## src/rtl/ramp_dac_spi.sv

```systemverilog
`default_nettype none
// ============================================================================
// Module   : ramp_dac_spi
// Function : Streams 16-bit ramp samples to a SPI DAC (mode 0, MSB first),
//            one chip-select frame per sample. Optional LDAC strobe is
//            compiled in with the macro RAMP_DAC_LDAC_EN.
// Revision : 1.0 - initial release
// ============================================================================
module ramp_dac_spi #(
    parameter int CLK_DIV   = 4,
    parameter int FRAME_GAP = 2
) (
    input  logic        clk,
    input  logic        rst_n,
    input  logic [15:0] ramp,
    input  logic        en,
    output logic        busy,
    output logic        frame_done,
    output logic        dac_sclk,
    output logic        dac_cs_n,
    output logic        dac_mosi
`ifdef RAMP_DAC_LDAC_EN
    ,
    output logic        dac_ldac_n
`endif
);

    typedef enum logic [1:0] {
        ST_IDLE  = 2'd0,
        ST_SHIFT = 2'd1,
        ST_GAP   = 2'd2
    } state_t;

`ifdef RAMP_DAC_LDAC_EN
    localparam int GAP_LEN = (FRAME_GAP > 2 * CLK_DIV) ? FRAME_GAP : 2 * CLK_DIV;
`else
    localparam int GAP_LEN = FRAME_GAP;
`endif

    localparam logic [7:0] DIV_LAST = 8'(CLK_DIV - 1);
    localparam logic [8:0] GAP_LAST = 9'(GAP_LEN - 1);
    localparam logic [8:0] LDAC_ON  = 9'(CLK_DIV);
    localparam logic [8:0] LDAC_OFF = 9'(2 * CLK_DIV);

    state_t      state_q,   state_d;
    logic [7:0]  div_q,     div_d;
    logic [3:0]  bit_cnt_q, bit_cnt_d;
    logic [8:0]  gap_cnt_q, gap_cnt_d;
    logic [8:0]  gap_nxt;
    // Sample bit 15 lives in the mosi flop; this holds the remaining 15 bits.
    logic [14:0] shreg_q,   shreg_d;
    logic        sclk_q,    sclk_d;
    logic        cs_n_q,    cs_n_d;
    logic        mosi_q,    mosi_d;
    logic        busy_q,    busy_d;
    logic        done_q,    done_d;
`ifdef RAMP_DAC_LDAC_EN
    logic        ldac_n_q,  ldac_n_d;
`endif

    assign gap_nxt = gap_cnt_q + 9'd1;

    always_comb begin
        state_d   = state_q;
        div_d     = div_q;
        bit_cnt_d = bit_cnt_q;
        gap_cnt_d = gap_cnt_q;
        shreg_d   = shreg_q;
        sclk_d    = sclk_q;
        cs_n_d    = cs_n_q;
        mosi_d    = mosi_q;
        busy_d    = busy_q;
        done_d    = 1'b0;
`ifdef RAMP_DAC_LDAC_EN
        ldac_n_d  = 1'b1;
`endif
        case (state_q)
            ST_IDLE: begin
                sclk_d = 1'b0;
                cs_n_d = 1'b1;
                mosi_d = 1'b0;
                busy_d = 1'b0;
                if (en) begin
                    shreg_d   = ramp[14:0];
                    cs_n_d    = 1'b0;
                    mosi_d    = ramp[15];
                    busy_d    = 1'b1;
                    div_d     = 8'd0;
                    bit_cnt_d = 4'd0;
                    state_d   = ST_SHIFT;
                end
            end
            ST_SHIFT: begin
                if (div_q == DIV_LAST) begin
                    div_d  = 8'd0;
                    sclk_d = ~sclk_q;
                    // Data only moves on the falling toggle so it is stable at every rise.
                    if (sclk_q) begin
                        shreg_d   = {shreg_q[13:0], 1'b0};
                        mosi_d    = shreg_q[14];
                        bit_cnt_d = bit_cnt_q + 4'd1;
                        if (bit_cnt_q == 4'd15) begin
                            cs_n_d    = 1'b1;
                            mosi_d    = 1'b0;
                            done_d    = 1'b1;
                            gap_cnt_d = 9'd0;
                            state_d   = ST_GAP;
                        end
                    end
                end else begin
                    div_d = div_q + 8'd1;
                end
            end
            ST_GAP: begin
                if (gap_cnt_q == GAP_LAST) begin
                    gap_cnt_d = 9'd0;
                    busy_d    = 1'b0;
                    state_d   = ST_IDLE;
                end else begin
                    gap_cnt_d = gap_nxt;
`ifdef RAMP_DAC_LDAC_EN
                    ldac_n_d  = !((gap_nxt >= LDAC_ON) && (gap_nxt < LDAC_OFF));
`endif
                end
            end
            default: state_d = ST_IDLE;
        endcase
    end

    always_ff @(posedge clk or negedge rst_n) begin
        if (!rst_n) begin
            state_q   <= ST_IDLE;
            div_q     <= 8'd0;
            bit_cnt_q <= 4'd0;
            gap_cnt_q <= 9'd0;
            shreg_q   <= 15'd0;
            sclk_q    <= 1'b0;
            cs_n_q    <= 1'b1;
            mosi_q    <= 1'b0;
            busy_q    <= 1'b0;
            done_q    <= 1'b0;
`ifdef RAMP_DAC_LDAC_EN
            ldac_n_q  <= 1'b1;
`endif
        end else begin
            state_q   <= state_d;
            div_q     <= div_d;
            bit_cnt_q <= bit_cnt_d;
            gap_cnt_q <= gap_cnt_d;
            shreg_q   <= shreg_d;
            sclk_q    <= sclk_d;
            cs_n_q    <= cs_n_d;
            mosi_q    <= mosi_d;
            busy_q    <= busy_d;
            done_q    <= done_d;
`ifdef RAMP_DAC_LDAC_EN
            ldac_n_q  <= ldac_n_d;
`endif
        end
    end

    assign busy       = busy_q;
    assign frame_done = done_q;
    assign dac_sclk   = sclk_q;
    assign dac_cs_n   = cs_n_q;
    assign dac_mosi   = mosi_q;
`ifdef RAMP_DAC_LDAC_EN
    assign dac_ldac_n = ldac_n_q;
`endif

endmodule
`default_nettype wire
```

## config.mk

```make
export PLATFORM = sky130hd
export DESIGN_NAME = ramp_dac_spi
export DESIGN_NICKNAME = d
export VERILOG_FILES = /design/src/rtl/ramp_dac_spi.sv
export SDC_FILE = /design/constraint.sdc
export NUM_CORES = 1
export LEC_CHECK = 0
export ABC_AREA = 1
export CELL_PAD_IN_SITES_DETAIL_PLACEMENT = 0
export CELL_PAD_IN_SITES_GLOBAL_PLACEMENT = 1
export CORE_ASPECT_RATIO = 0.5
export CORE_MARGIN = 3
export CORE_UTILIZATION = 44
export CTS_CLUSTER_DIAMETER = 30
export DETAILED_ROUTE_END_ITERATION = 8
export GPL_TIMING_DRIVEN = 0
export PLACE_DENSITY = 0.93
export SLEW_MARGIN = 10
export SYNTH_ARGS = -nofsm -noshare
export SYNTH_HDL_FRONTEND = slang
export SYNTH_SLANG_ARGS = --single-unit
```

## constraint.sdc

```tcl
create_clock -name clk -period 3.71 [get_ports clk]
set_clock_uncertainty 0.05 [all_clocks]
set_input_delay 0.5565 -clock clk [delete_from_list [all_inputs] [get_ports clk]]
set_output_delay 0.5565 -clock clk [all_outputs]
set_load 0.02 [all_outputs]
```

# After elaboration in Yosys (flattened, before gate mapping)
# Cells that the tools add are included.
# W data, S select, Z words.
# word_totals
reg_bits	43
in_bits	19
output_inout_bits	5
word_cells	77
# op_classes
add_sub_neg	3
eq_ne	10
n_mux	41
n_bitwise	1
n_reduce_logical	12
# op_table
op	n
$mux W15	3
$mux W9	4
$pmux W15 S2	1
$pmux W9 S2	1
$mux W8	2
$pmux W8 S2	1
$mux W1	15
$mux W4	3
$reduce_and A4 Y1	3
$mux W2	5
$ne A2 B2 Y1 const B	5
$add A9 B1 Y9 const B	1
$eq A9 B1 Y1 const B	1
$add A8 B1 Y8 const B	1
$eq A8 B2 Y1 const B	1
$pmux W1 S2	4
$pmux W4 S2	1
$pmux W2 S3	1
$reduce_and A2 Y1	3
$reduce_bool A2 Y1	3
$reduce_and A5 Y1	1
$add A4 B1 Y4 const B	1
$eq A4 B4 Y1 const B	1
$reduce_and A3 Y1	1
other kinds (4)	4

# Depth between registers and ports, before layout
# Gate-level depths: netlist (run 1).
# logic_depth
word_depth	5
depth_mapped	9
depth_no_buf	8

# Worst setup path before layout (run 1)
# Ideal clock, no wire load.
# synth_path
path_type	register to register
start	register div_q[0]
end	register bit_cnt_q[3]
setup_ps	117
t_arrival_ps	1363
path_slack_ps	2180
path_stages_with_launch	10
period_less_slack_ps	1530
path_cell_list	dfrtp_1 ha_1 nand2_1 nor2_1 nand2_1 nand2_1 nand3_4 buf_6 nand2_1 nand2_1
# synth_between
elab_chain_cells	3
# synth_rtl
element	line	text
start, declared	46	logic [7:0] div_q, div_d;
start signal, assigned	147	div_q <= div_d;
$eq A8 B2 Y1	94	if (div_q == DIV_LAST) begin
$ne A2 B2 Y1 (no line)	--	
$reduce_and A4 Y1 (no line)	--	
end signal, assigned	148	bit_cnt_q <= bit_cnt_d;
end, declared	47	logic [3:0] bit_cnt_q, bit_cnt_d;
# No other way between the ends.
# A chain may end at the register's enable or synchronous reset.

# Final worst setup path (run 1)
# layout_path
start	register cs_n_q, in the netlist dac_cs_n
end	output dac_cs_n
# layout_rtl
element	line	text
start, declared	53	logic cs_n_q, cs_n_d;
start signal, assigned	152	cs_n_q <= cs_n_d;
end, declared	20	output logic dac_cs_n,
# No word-level cell between the ends.

==> impl_metrics.json, run 1 <==
{
  "crit_chain": "clkdlybuf4s50_1",
  "post_cts_buffers": 0,
  "start_kind": "flip-flop",
  "wl_per_cell_um": 11.99,
  "grt_usage_pct": 17.70,
  "antenna_found_initial": 0,
  "cpPeakStageDelay_ns": 0.59,
  "syn_avg_cell_area_um2": 7.120,
  "die_h_um": 58.37,
  "worstPathMaxFanout": 2,
  "die_area_um2": 6464,
  "initial_core_util_pct": 47.21,
  "cp_slowest_cell": "clkdlybuf4s50_1",
  "path_buf_inv": 1,
  "fin_ws_ns": 1.664,
  "cts_tree": "done",
  "status": "finished, final reports clean",
  "vdd_ir_drop_max_v": 0.0001612,
  "drcViolationCount": 0,
  "io_buffers": 23,
  "num_vias": 2211,
  "cts-root-buf": "clkbuf_8",
  "route.met2.wl_um": 2391,
  "drt-initial-drc-count": 96,
  "maxCapViolations": 0,
  "dr_wl_met3_um": 222,
  "cts_max_level": 2,
  "multi_input_area_um2": 1167,
  "gp_congestion": 0.8704,
  "drv_slew": 0,
  "grt_pass1_vias": 2070,
  "synth-seq-cells": 43,
  "period_minus_slack_ns": 2.046,
  "yosysWarnings": 0,
  "cts_hold_buf": 0,
  "synthToLayoutAreaGrowth_pct": 18.09,
  "syn_area_um2": 2414,
  "dp_hpwl_um": 3759,
  "first_pass_iters": 5,
  "ant_nets": 0,
  "viasPerCell": 5.014,
  "synthCells": 339,
  "clock_sinks": 43,
  "powerDensity_nw_per_um2": 295.4,
  "path_depth": 1,
  "cp_data_arrival_time_ns": 1.44,
  "finalHoldViolations": 0,
  "cts_buffer_depth": 2,
  "reg2regPathDepth": 9,
  "antennaDiodeCount": 0,
  "ys_seq_area_share_pct": 44.63,
  "row_count": 18,
  "ctsResizeCount": 0,
  "design.core.area_um2": 5112,
  "grt_max_degree": 36,
  "drive_gt1_share_pct": 6.739,
  "m1WireLength_um": 2623,
  "worstPathRequired_ns": 3.10,
  "max-slew-margin-rel_pct": 64.99,
  "num-fill-cells": 493,
  "grt_pass1_wl_um": 9315,
  "worstSetupEndpointType": "primary output",
  "post-route-period-util_pct": 55.16,
  "place_ws_ns": 1.552,
  "p_leak_nw": 1.508,
  "final-setup-viol-count": 0,
  "final_nets": 393,
  "hold_class": "input pin to asynchronous set/reset pin",
  "post-route-util_pct": 55.75,
  "worstSetupPathType": "flip-flop to primary output",
  "cp_top_family": "buffers and inverters",
  "io_pins": 24,
  "fp.dieW_um": 110.7,
  "seqCellArea_um2": 1077,
  "cts-buffers-inserted": 5,
  "clk_latency_ns": 0.30,
  "rsz0062_at_grt": "no",
  "worst_slew_pin_slew_ns": 0.5251,
  "fmax_mhz": 488.6,
  "top_layer": "met4",
  "synth_cell_types": 24,
  "wl_um": 5289,
  "path_clk_slew_ns": 0.09,
  "setup_tns_ns": 0,
  "grt-ovfl-total": 0,
  "syn-num-nets": 362
}
[metrics by stage]
step / instance area [um^2] / hold WS [ns] / power, mW / instances
4_1_cts: 2850 / 0.05642 / 0.8522 / 441
2_1_floorplan: 2414 / 0.2109 / 0.4777 / 339
5_1_grt: 2850 / 0.06441 / 0.8682 / 441
6_report: 2850 / 0.05404 / 0.8419 / 441
3_5_place_dp: 2746 / 0.3892 / 0.5088 / 433
3_3_place_gp: 2731 / 0.4030 / 0.5064 / 432
[cell usage in the layout (no fill, tap or decap)]
cell type and n:
nand2_1 137, nand3_1 61, dfrtp_1 42, inv_1 27, clkdlybuf4s50_1 22, nor2_1 18, o21ai_0 12, buf_2 7
clkbuf_8 7, nand4_1 6, nor3_1 4, ha_1 4, a21oi_1 3, inv_2 2, buf_1 2, clkbuf_1 2
xor2_1 2, nand3b_1 2, or2_2 2, nor2_8 1, clkinv_1 1, or2_4 1, nand3_4 1, buf_6 1
o22ai_1 1, clkinvlp_4 1, dfstp_2 1, buf_12 1
[sequential cells by signal (all words and copies together), names as in the netlist]
signal and count:
gap_cnt_q 9, dac_mosi 1, state_q 2, frame_done 1, dac_cs_n 1, shreg_q 15, busy 1, dac_sclk 1
bit_cnt_q 4, div_q 8
[layout make-up]
class | instances | share of cell area [%]
Multi-Input combinational cell | 255 | 40.96
Sequential cell | 43 | 37.80
Timing Repair Buffer | 24 | 8.604
Inverter | 30 | 3.951
Clock buffer | 7 | 3.380
Tap cell | 70 | 3.073
Buffer | 11 | 1.975
Clock inverter | 1 | 0.2634
[power by group]
part / total, mW / switching (mW) / internal (mW)
registers: 0.468 / 0 / 0.468
clock network: 0.343 / 0.174 / 0.170
logic: 0.0303 / 0.0123 / 0.0179
total: 0.842 / 0.186 / 0.656
[per-layer routing]
| layer | track usage [%] | vias to the layer above |
|---|---|---|
| li1 | - | 1144 |
| met1 | 23.56 | 1021 |
| met2 | 30.17 | 41 |
| met3 | 3.388 | 5 |
| met4 | 5.263 | 0 |
| met5 | 0 | - |
[logic make-up after synthesis]
| group | count (synthesis) | share of synthesized area (%) |
|---|---|---|
| flops | 43 | 44.63 |
| xor+xnor | 2 | 0.7259 |
| compound gates | 16 | 3.370 |
| buf+inv | 41 | 6.999 |
| fa+ha+maj | 4 | 2.074 |
| simple gates | 233 | 42.20 |
[worst paths after layout]
check	slack (ns)	startpoint	to
min in group clk	0.42	dac_cs_n$_DFFE_PN1P_	dac_cs_n$_DFFE_PN1P_
hold reg to reg	0.42	dac_cs_n$_DFFE_PN1P_	dac_cs_n$_DFFE_PN1P_
max in group asynchronous	3.04	rst_n	dac_cs_n$_DFFE_PN1P_
setup reg to reg	1.90	div_q[0]$_DFFE_PN0P_	shreg_q[7]$_DFFE_PN0P_
hold / removal	0.05	rst_n	gap_cnt_q[6]$_DFFE_PN0P_
setup / recovery	1.66	dac_cs_n$_DFFE_PN1P_	dac_cs_n
[synthesized netlist by cell type (all sizes together)]
cell type | count | area (um^2)
nor3 | 4 | 20.02
or2 | 3 | 21.27
clkbuf | 2 | 7.510
nor2 | 19 | 87.58
inv | 29 | 108.9
dfstp | 1 | 26.28
nand3 | 62 | 322.8
dfrtp | 42 | 1051
o22ai | 1 | 6.260
xor2 | 2 | 17.52
nand4 | 6 | 37.54
nand3b | 2 | 15.01
nand2 | 137 | 514.2
a21oi | 3 | 15.01
clkinv | 1 | 3.750
ha | 4 | 50.05
o21ai | 12 | 60.06
buf | 9 | 48.80
(Power assumes the default switching activity.)
==> run 2, diff against run 1 <==
- CORE_UTILIZATION: 44 -> 41
- PLACE_DENSITY: 0.93 -> 0.88
- clock period: 3.71 -> 2.1 ns (I/O delays scaled with it)
==> run 2 against run 1 <==
The run now ends with hold timing left. Clock power increased to 2.9 times the previous value. Flip-flop and latch count unchanged. Clock-buffer cell count down 1. Critical path depth unchanged. Die area increased by 6.7%. Total power is 120% higher. Critical endpoint unchanged. Largest cell class unchanged. Highest routed layer unchanged.
==> impl_metrics.json, run 2 (synthesized netlist as in run 1, its figures left out) <==
{
  "io_pins": 24,
  "path_clk_slew_ns": 0.06,
  "hold_class": "input pin to asynchronous set/reset pin",
  "cpPeakStageDelay_ns": 0.59,
  "cp_top_family": "buffers and inverters",
  "powerDensity_nw_per_um2": 639.4,
  "viasPerCell": 5.036,
  "drv_slew": 0,
  "worstSetupPathType": "flip-flop to primary output",
  "fp.dieW_um": 114.5,
  "regMostFlops": "shreg_q",
  "worstPathMaxFanout": 2,
  "antennaDiodeCount": 0,
  "drcViolationCount": 0,
  "rsz0062_at_grt": "no",
  "violations": "hold timing",
  "worstSetupEndpointType": "primary output",
  "final-setup-viol-count": 0,
  "post-route-period-util_pct": 84.75,
  "gp_congestion": 0.7888,
  "vdd_ir_drop_max_v": 0.0005515,
  "fmax_mhz": 561.9,
  "wl_per_cell_um": 12.06,
  "synthToLayoutAreaGrowth_pct": 22.08,
  "final_common_cell": "nand2_1",
  "grt-ovfl-total": 0,
  "grt_pass1_wl_um": 9522,
  "final_cell_mix": "137 x nand2_1, 61 x nand3_1, 42 x dfrtp_1",
  "ctsResizeCount": 0,
  "cts-buffers-inserted": 5,
  "worstPathRequired_ns": 1.74,
  "design.core.area_um2": 5587,
  "max-slew-margin-rel_pct": 57.89,
  "ant_nets": 0,
  "grt_max_degree": 26,
  "whs_ns": -0.009519,
  "maxCapViolations": 0,
  "die_h_um": 60.26,
  "worst_slew_pin_slew_ns": 0.6316,
  "status": "complete, but fails checks",
  "cts_hold_buf": 0,
  "cp_data_arrival_time_ns": 1.41,
  "finalHoldViolations": 19,
  "post_cts_buffers": 0,
  "cts-root-buf": "clkbuf_16",
  "path_buf_inv": 1,
  "grt_usage_pct": 17.71,
  "wl_um": 5356,
  "top_regs": "shreg_q (15), gap_cnt_q (9), div_q (8)",
  "antenna_found_initial": 0,
  "largest_register_ffs": 15,
  "crit_chain": "clkdlybuf4s50_1",
  "final_nets": 393,
  "p_leak_nw": 1.552,
  "num_vias": 2236,
  "start_kind": "flip-flop",
  "io_buffers": 23,
  "cp_slowest_cell": "clkdlybuf4s50_1",
  "row_count": 19,
  "place_area_um2": 2758,
  "first_pass_iters": 4,
  "cts_buffer_depth": 2,
  "initial_core_util_pct": 43.20,
  "drive_gt1_share_pct": 6.469,
  "cts_tree": "done",
  "finalPower_mw": 1.884,
  "drt-initial-drc-count": 126,
  "clk_latency_ns": 0.29,
  "grt_pass1_vias": 2107,
  "clock_sinks": 43,
  "cts_max_level": 2,
  "period_minus_slack_ns": 1.780,
  "dp_hpwl_um": 3802,
  "die_area_um2": 6900,
  "final_area_um2": 2947
}
-- run 2: changes by cell type in the layout (fill, tap and decap cells not counted) --
cell,delta
clkbuf_16,+5
clkinvlp_4,-1
clkbuf_8,-7
buf_16,+1
buf_12,-1
bufinv_16,+2
clkbuf_1,+1
-- run 2: where the power goes --
group | internal, mW | switching, mW | total, mW
sequential | 0.829 | 0 | 0.829
clock | 0.682 | 0.318 | 1.00
combinational | 0.0332 | 0.0225 | 0.0556
-- run 2: layer usage --
metal	routed length [um]	part of all wire (%)	track usage, %
met1	2521	47	22.84
met2	2518	47	29.03
met5	0	0	0
met4	85	1.6	6.937
met3	229	4.3	4.348
-- run 2: area by class of cell --
| type | instances | area (um^2) |
|---|---|---|
| Fill cell | 549 | 2640 |
| Multi-Input combinational cell | 255 | 1167 |
| Sequential cell | 43 | 1077 |
| Timing Repair Buffer | 24 | 252.7 |
| Clock buffer | 6 | 128.9 |
| Inverter | 30 | 112.6 |
| Tap cell | 73 | 91.34 |
| Clock inverter | 2 | 60.06 |
| Buffer | 11 | 56.30 |
-- run 2: metrics by stage --
stage	std cells	setup slack, ns	util, %	setup TNS (ns)
2_1_floorplan	339	0.5705	-	0
3_5_place_dp	436	0.1853	49.36	0
4_1_cts	444	0.2959	52.74	0
3_3_place_gp	435	-0.5413	48.96	-22.71
6_report	444	0.3202	52.74	0
5_1_grt	444	0.1509	52.74	0
-- run 2: path summary, 6_finish.rpt --
| path | startpoint | endpoint | slack [ns] | cells past startpoint |
|---|---|---|---|---|
| min in group clk | dac_cs_n$_DFFE_PN1P_ | dac_cs_n$_DFFE_PN1P_ | 0.42 | 2 |
| worst min register to register | dac_cs_n$_DFFE_PN1P_ | dac_cs_n$_DFFE_PN1P_ | 0.42 | 2 |
| worst max-delay path | dac_cs_n$_DFFE_PN1P_ | dac_cs_n | 0.32 | 1 |
| worst min-delay path | rst_n | gap_cnt_q[6]$_DFFE_PN0P_ | -0.01 | 1 |
| worst max register to register | div_q[0]$_DFFE_PN0P_ | shreg_q[14]$_DFFE_PN0P_ | 0.32 | 9 |
| max in group asynchronous | rst_n | div_q[1]$_DFFE_PN0P_ | 1.49 | 2 |
==> run 3, diff against run 2 <==
- CORE_UTILIZATION: 41 -> 37
- PLACE_DENSITY: 0.88 -> 0.84
- clock period: 2.1 -> 1.4 ns (I/O delays scaled with it)
==> run 3 against run 2 <==
The run ends with setup timing left. Critical path depth is 8 higher. Clock power is 53% higher. Via count is 9.0% higher. Die area is 10% higher. Utilization is 3.9 points higher. Critical path type is now flip-flop to flip-flop.
==> impl_metrics.json, run 3 (synthesized netlist as in run 1, its figures left out) <==
{
  "wl_per_cell_um": 13.01,
  "p_seq_share_pct": 43.6,
  "cellInternalPower_mw": 2.314,
  "clock_sinks": 43,
  "worstPathMaxFanout": 6,
  "cts_buffer_depth": 2,
  "vdd_ir_drop_max_v": 0.0004651,
  "grt_pass1_wl_um": 10650,
  "final_common_cell": "nand2_1",
  "viasPerCell": 4.953,
  "regMostFlops": "shreg_q",
  "io_buffers": 23,
  "cts_tree": "done",
  "drt-initial-drc-count": 169,
  "fp.dieW_um": 120.2,
  "start_kind": "flip-flop",
  "r2r_slack_ns": -0.05,
  "grt_usage_pct": 17.20,
  "period_minus_slack_ns": 1.455,
  "worst_slew_pin_slew_ns": 0.3454,
  "setup_tns_ns": -0.7477,
  "grt_max_degree": 33,
  "worstPathRequired_ns": 1.53,
  "reg2regPathDepth": 9,
  "die_area_um2": 7587,
  "worstSetupEndpointType": "flip-flop",
  "num-fill-cells": 574,
  "powerDensity_nw_per_um2": 815.1,
  "final-setup-viol-count": 26,
  "p_leak_nw": 1.737,
  "antennaDiodeCount": 0,
  "grt_pass1_vias": 2303,
  "gp_congestion": 0.8267,
  "multi_input_area_um2": 1423,
  "num_vias": 2437,
  "path_clk_slew_ns": 0.06,
  "cts-buffers-inserted": 5,
  "antenna_found_initial": 0,
  "r2r_end": "shreg_q[6]$_DFFE_PN0P_",
  "cp_data_arrival_time_ns": 1.59,
  "drcViolationCount": 0,
  "final_nets": 426,
  "synthToLayoutAreaGrowth_pct": 44.95,
  "drive_gt1_share_pct": 29.21,
  "status": "complete, but fails checks",
  "post-route-period-util_pct": 103.9,
  "share_comb_of_total_power_pct": 2.9,
  "final_cell_mix": "110 x nand2_1, 48 x nand3_1, 40 x dfrtp_1",
  "timing.rr.start": "div_q[3]$_DFFE_PN0P_",
  "wl_um": 6400,
  "first_pass_iters": 4,
  "fin_ws_ns": -0.05459,
  "rsz0062_at_grt": "yes",
  "finalHoldViolations": 0,
  "design.core.area_um2": 6181,
  "violations": "setup timing",
  "cts_max_level": 2,
  "top_regs": "shreg_q (15), gap_cnt_q (9), div_q (8)",
  "drv_slew": 0,
  "cts-root-buf": "clkbuf_16",
  "die_h_um": 63.11,
  "seqCellArea_um2": 1080,
  "pwr-share-clk_pct": 53.5,
  "finalPower_mw": 2.851,
  "fmax_mhz": 687.5,
  "hold_class": "input pin to asynchronous set/reset pin",
  "io_pins": 24,
  "grt-ovfl-total": 0,
  "row_count": 20,
  "initial_core_util_pct": 39.05,
  "max-slew-margin-rel_pct": 76.97,
  "p_sw_share_pct": 18.86,
  "worstSetupPathType": "flip-flop to flip-flop",
  "clk_latency_ns": 0.29,
  "maxCapViolations": 0,
  "dp_hpwl_um": 3864,
  "p_sw_uw": 537.7,
  "largest_register_ffs": 15,
  "ant_nets": 0
}
[run 3: critical path, stage by stage, from the launching register on]
cell	delay, ns
dfrtp_1	0.41
inv_2	0.11
nand2_2	0.07
nor2_4	0.12
nand2_2	0.09
nand2_4	0.09
nand3_4	0.12
buf_6	0.17
nand2_1	0.06
nand2_1	0.05
[run 3: layout make-up]
cell class / count / area share, %
Clock buffer: 5 / 3.577
Clock inverter: 3 / 1.931
Sequential cell: 43 / 30.87
Multi-Input combinational cell: 256 / 40.67
Buffer: 11 / 2.217
Timing Repair Buffer: 56 / 14.20
Tap cell: 88 / 3.147
Inverter: 30 / 3.398
[run 3: how the worst max path moves through the flow]
stage | endpoint | slack (ns) | startpoint
floorplan | bit_cnt_q[3]$_DFFE_PN0P_ | -0.05 | div_q[0]$_DFFE_PN0P_
global placement | shreg_q[9]$_DFFE_PN0P_ | -1.15 | rst_n
detailed placement | shreg_q[6]$_DFFE_PN0P_ | -0.41 | en
CTS | shreg_q[8]$_DFFE_PN0P_ | -0.01 | state_q[1]$_DFFE_PN0P_
global route | gap_cnt_q[2]$_DFFE_PN0P_ | -0.15 | div_q[4]$_DFFE_PN0P_
finish | shreg_q[6]$_DFFE_PN0P_ | -0.05 | div_q[3]$_DFFE_PN0P_
[run 3: stage by stage]
stage / area [um^2] / instances / hold WS, ns / setup slack, ns / util (%)
floorplan: 2419 / 339 / -0.1356 / -0.05002 / -
global placement: 2759 / 450 / 0.4032 / -1.147 / 44.64
detailed placement: 2774 / 451 / 0.07348 / -0.4059 / 44.88
CTS: 3294 / 483 / 0.3024 / -0.01225 / 53.30
global route: 3498 / 492 / 0.3459 / -0.1485 / 56.60
finish: 3498 / 492 / 0.2968 / -0.05459 / 56.60
[run 3: layer usage]
metal  up-vias  GRT usage, %  wire length (um)
li1       1220             -                 -
met1      1171         23.97              2999
met2        34         27.32              3078
met3        12         3.229               212
met4         0         5.367               109
met5         -             0                 0
[run 3: repair_timing]
item                                    4_1_cts  5_1_grt
resized for setup                            52       46
endpoints found under the setup margin       47       41
pin swaps                                    10       16
setup buffers                                21        7
hold buffers                                  1        0
cloned                                        2        2
hold endpoints to repair                     11        0
[run 3: power groups by stage]
stage / registers, mW / clock network (mW) / logic [mW]
after floorplan: 1.27 / 0 / 0.0000147
after global placement: 1.27 / 0 / 0.0765
after detailed placement: 1.27 / 0 / 0.0831
after CTS: 1.24 / 1.54 / 0.0856
after global routing: 1.24 / 1.61 / 0.0922
final: 1.24 / 1.53 / 0.0824
